==> config.mk <==
export PLATFORM = sky130hd
export DESIGN_NAME = byte_serial_adder
export DESIGN_NICKNAME = d
export VERILOG_FILES = /design/src/rtl/byte_serial_adder.sv
export SDC_FILE = /design/constraint.sdc
export NUM_CORES = 1
export LEC_CHECK = 0
export CAP_MARGIN = 30
export CORE_MARGIN = 5
export CORE_UTILIZATION = 35
export DETAILED_ROUTE_END_ITERATION = 8
export GPL_TIMING_DRIVEN = 0
export PLACE_DENSITY = 0.67
export SETUP_SLACK_MARGIN = 0.1
export SYNTH_ARGS = -nofsm -noshare
export SYNTH_HDL_FRONTEND = slang
export SYNTH_SLANG_ARGS = --single-unit
==> constraint.sdc <==
create_clock -name clk -period 8.1 [get_ports clk]
set_input_delay 0.81 -clock clk [delete_from_list [all_inputs] [get_ports clk]]
set_output_delay 0.81 -clock clk [all_outputs]
set_load 0.02 [all_outputs]
==> src/rtl/byte_serial_adder.sv <==
// byte_serial_adder: LSB-first byte-serial multi-byte adder with carry register and valid/ready result port
module byte_ripple_adder (
  input  logic [7:0] a,
  input  logic [7:0] b,
  input  logic       cin,
  output logic [7:0] sum,
  output logic       cout
);
  logic [8:0] c;
  assign c[0] = cin;
  for (genvar i = 0; i < 8; i++) begin : g_bit
    assign sum[i]  = a[i] ^ b[i] ^ c[i];
    assign c[i+1]  = (a[i] & b[i]) | (c[i] & (a[i] ^ b[i]));
  end
  assign cout = c[8];
endmodule

module byte_serial_adder #(
  parameter int NBYTES = 4
) (
  input  logic                  clk,
  input  logic                  rst_n,
  input  logic                  clr,
  input  logic                  in_valid,
  output logic                  in_ready,
  input  logic [7:0]            in_a,
  input  logic [7:0]            in_b,
  input  logic                  in_cin,
  output logic                  out_valid,
  input  logic                  out_ready,
  output logic [8*NBYTES-1:0]   out_sum,
  output logic                  out_cout,
  output logic                  out_ovf
);
  localparam int KW = NBYTES > 1 ? $clog2(NBYTES) : 1;
  typedef enum logic [1:0] {IDLE, ACCUM, DONE} state_t;
  state_t              state_q, state_d;
  logic [KW-1:0]       k_q, k_d;
  logic                carry_q, carry_d;
  logic                in_ready_q, in_ready_d;
  logic                out_valid_q, out_valid_d;
  logic [8*NBYTES-1:0] sum_q, sum_d;
  logic                cout_q, cout_d;
  logic                ovf_q, ovf_d;
  logic [7:0]          s;
  logic                c, ci, accept, last;
  assign ci     = (k_q == '0) ? in_cin : carry_q;
  assign accept = (state_q == ACCUM) && in_valid && in_ready_q;
  assign last   = k_q == KW'(NBYTES - 1);
  byte_ripple_adder u_add (.a(in_a), .b(in_b), .cin(ci), .sum(s), .cout(c));
  always_comb begin
    state_d     = state_q;
    k_d         = k_q;
    carry_d     = carry_q;
    in_ready_d  = in_ready_q;
    out_valid_d = out_valid_q;
    sum_d       = sum_q;
    cout_d      = cout_q;
    ovf_d       = ovf_q;
    if (state_q == IDLE) begin
      state_d    = ACCUM;
      in_ready_d = 1'b1;
    end else if (clr || (state_q == DONE && out_ready)) begin
      state_d     = ACCUM;
      k_d         = '0;
      carry_d     = 1'b0;
      out_valid_d = 1'b0;
      in_ready_d  = 1'b1;
    end else if (accept) begin
      sum_d[{k_q, 3'b000} +: 8] = s;
      carry_d = c;
      k_d     = last ? '0 : k_q + KW'(1);
      if (last) begin
        cout_d      = c;
        ovf_d       = (in_a[7] == in_b[7]) && (s[7] != in_a[7]);
        state_d     = DONE;
        out_valid_d = 1'b1;
        in_ready_d  = 1'b0;
      end
    end
  end
  always_ff @(posedge clk or negedge rst_n)
    if (!rst_n) begin
      state_q     <= IDLE;
      k_q         <= '0;
      carry_q     <= 1'b0;
      in_ready_q  <= 1'b0;
      out_valid_q <= 1'b0;
      sum_q       <= '0;
      cout_q      <= 1'b0;
      ovf_q       <= 1'b0;
    end else begin
      state_q     <= state_d;
      k_q         <= k_d;
      carry_q     <= carry_d;
      in_ready_q  <= in_ready_d;
      out_valid_q <= out_valid_d;
      sum_q       <= sum_d;
      cout_q      <= cout_d;
      ovf_q       <= ovf_d;
    end
  assign in_ready  = in_ready_q;
  assign out_valid = out_valid_q;
  assign out_sum   = sum_q;
  assign out_cout  = cout_q;
  assign out_ovf   = ovf_q;
endmodule

==> reports/metrics.csv <==
metric;value;unit
Distinct cells, synth;31;
Routed WL per cell;14.3;microns
clock power share;27.4;%
proportion of layout cells with a drive suffix above 1;19.7;%
FF-to-FF setup slack;3.33;ns
PD cells;190;nW/um^2
Final setup violation count;0;
PortBufs;57;
initial antenna violation count;0;
type of element capturing the critical path;flop;
net switching power figure;164;uW
diodes inserted;0;
total gr overflow;0;
reg2reg end;out_sum[7]$_DFFE_PN0P_;
Final min period;4.77;ns
peak supply drop;0.000111;V
vias;1462;
vias in the first global route;1553;
Post-CTS Resized;0;
Core Area;5850;sq um
vias per cell;4.73;
TritonCTS clock tree;built;
Comb pwr share;29.1;%
Final Max Slew Viols;0;
CP Launch Point;k_q[0]$_DFFE_PN0P_;
TritonCTS Sinks;41;
pre-CTS WS;2.98;ns
sw frac;29.9;%
1st-iter DRT viols;83;
Final Hold Viols;0;
Bufs on Longest Clock Path;2;
first-pass GRT wire length;7.42;mm
startpoint types;flop;
Rows;28;
DP Wirelength;3.47;mm
Die Wd;87.3;microns
Data arrival, critical path;4.95;ns
Routed WL;4.41;mm
Post-CTS Setup Bufs;0;
largest net degree at the start of global routing;28;
sequential power share;43.5;%
worst-margin pin slew;0.387;ns
clock slew at reported path FFs;0.08;ns
sequential fraction of the synthesis area;49.1;%
setup ws final;3.33;ns
Critical R2R Launch;k_q[0]$_DFFE_PN0P_;
Setup TNS;0;ns
YS warnings;0;
P&R area growth vs syn;37.5;%
CP Max Fanout;10;
max_cap viols;0;
class of the most critical setup path;reg2reg;
status;complete, no violations;
Synth Cell Area;2090;sq um
overall routing resource usage;12.6;%
Syn Nets;205;
Die Area;7620;sq um
CTS HTree Levels;2;
Fill cells;543;
fin nets;270;
Avg Cell Area, Syn;12.4;sq um
Pre-Repair DR Iteration Count;4;
internal power;384;uW
starting density of the core;35.7;%
Routed Antenna Nets;0;
Die Y;87.3;microns
clk_lat worst skew;0.29;ns
Slew headroom;74.2;%
# hold bufs at CTS;0;
# IOs;58;
Reg2Reg Depth;15;
worst-case clock skew;0.00601;ns
Final Wtd Congestion;0.739;
Mapped Cells;168;
fin util;49.1;%
Critical Path End;out_sum[7]$_DFFE_PN0P_;
DRC Markers;0;
FMAX;0.210;GHz
Leak;1.35;nW
final worst-path cycle share;58.9;%
synthesis-stage register bit count;41;
worst hold path class;in2async;
CTS buffer count;5;
RSZ-0062 raised after global routing;no;
root buffer selected by CTS;clkbuf_8;
Required @ worst endpoint;8.28;ns
==> cell usage in the layout (no fill, tap or decap), types with 3 or more instances in the layout <==
master            n
fa_1              8
dfrtp_1          41
nor2_1           26
clkdlybuf4s50_1  56
mux2_2           23
inv_1            18
ha_1              7
clkbuf_8          7
nand3_2           3
clkbuf_1          3
a32o_1            3
o2bb2ai_1         8
==> state kept, by name, summed over array words and instances, names as in the netlist <==
register / flops
carry_q: 1
in_ready: 1
state_q: 2
out_valid: 1
out_ovf: 1
out_sum: 32
k_q: 2
out_cout: 1
==> metrics by stage <==
| step | instances | power (mW) | area [sq um] | hold WS [ns] |
|---|---|---|---|---|
| 6_report | 309 | 0.548 | 2880 | 0.419 |
| 5_1_grt | 309 | 0.578 | 2880 | 0.444 |
| 4_1_cts | 309 | 0.556 | 2880 | 0.426 |
| 3_5_place_dp | 301 | 0.404 | 2770 | 0.478 |
| 3_3_place_gp | 300 | 0.401 | 2760 | 0.473 |
| 2_1_floorplan | 168 | 0.328 | 2090 | 0.465 |
==> worst min-delay path by stage <==
stage / start / end / slack [ns]
after global routing: rst_n / state_q[1]$_DFFE_PN0P_ / 0.44
after floorplan: carry_q$_DFFE_PN0P_ / carry_q$_DFFE_PN0P_ / 0.47
after detailed placement: out_sum[12]$_DFFE_PN0P_ / out_sum[12]$_DFFE_PN0P_ / 0.48
after global placement: out_sum[8]$_DFFE_PN0P_ / out_sum[8]$_DFFE_PN0P_ / 0.47
after CTS: rst_n / state_q[1]$_DFFE_PN0P_ / 0.43
final: rst_n / state_q[1]$_DFFE_PN0P_ / 0.42
==> layer usage <==
layer / GRT usage, % / wire length (microns) / part of all wire (%)
met1: 17.0 / 2060 / 47
met2: 19.3 / 2000 / 45
met3: 3.78 / 288 / 6.5
met4: 4.60 / 68 / 1.5
met5: 0 / 0 / 0
==> synthesized netlist by cell type <==
| library cell | number | area, sq um |
|---|---|---|
| dfrtp_1 | 41 | 1030 |
| mux2i_1 | 1 | 10.0 |
| mux2_4 | 2 | 30.0 |
| fa_1 | 8 | 160 |
| nand3b_1 | 1 | 7.51 |
| or3b_2 | 2 | 17.5 |
| or3_1 | 1 | 6.26 |
| nand2_1 | 1 | 3.75 |
| buf_2 | 1 | 5.00 |
| mux2_2 | 23 | 259 |
| nand3_2 | 3 | 30.0 |
| or2_2 | 1 | 6.26 |
| a221o_1 | 1 | 10.0 |
| clkbuf_1 | 3 | 11.3 |
| o311ai_4 | 1 | 26.3 |
| inv_1 | 18 | 67.6 |
| mux2_1 | 1 | 11.3 |
| nor2b_1 | 2 | 12.5 |
| o2bb2ai_1 | 8 | 70.1 |
| nor2_1 | 26 | 97.6 |
| ha_1 | 7 | 87.6 |
| and3b_1 | 2 | 17.5 |
| a21o_1 | 1 | 7.51 |
| a31oi_1 | 2 | 12.5 |
| nand3_1 | 2 | 10.0 |
| a32o_1 | 3 | 30.0 |
| nand4_1 | 1 | 6.26 |
| xnor2_1 | 1 | 8.76 |
| and3_4 | 1 | 11.3 |
| or3b_1 | 1 | 8.76 |
| buf_6 | 2 | 22.5 |
==> power groups by stage <==
stage	Combinational (mW)	Sequential (mW)	Clock [mW]
floorplan	0.0630	0.265	0
global placement	0.159	0.242	0
detailed placement	0.162	0.242	0
CTS	0.162	0.239	0.155
global route	0.175	0.242	0.162
finish	0.159	0.238	0.150
==> logic make-up after synthesis <==
group	Yosys count	synth area share, %
muxes	27	14.8
xor gates and xnor gates	1	0.419
AOI/OAI and AO/OA	16	7.48
DFF	41	49.1
adders and majority gates	15	11.8
buffers and inverters	24	5.09
and+or+nand+nor	44	11.3
==> layout make-up <==
type	count	area (sq um)	area share (%)
inverter	18	67.6	2.35
sequential	41	1030	35.7
buffer	6	38.8	1.35
tap	75	93.8	3.26
clock buffer	7	96.3	3.35
timing repair buffer	58	586	20.4
multi-input combinational	103	958	33.3
clock inverter	1	8.76	0.305
==> critical path, stage by stage, from the launching register on <==
cell and delay, ns:
dfrtp_1 0.52, inv_1 0.13, ha_1 0.28, mux2i_1 0.16, fa_1 0.39, fa_1 0.43
fa_1 0.39, fa_1 0.39, fa_1 0.39, fa_1 0.36, inv_1 0.07, fa_1 0.19
fa_1 0.45, inv_1 0.17, nor2_1 0.07, mux2_2 0.26
Power figures use the tool's default switching activity.
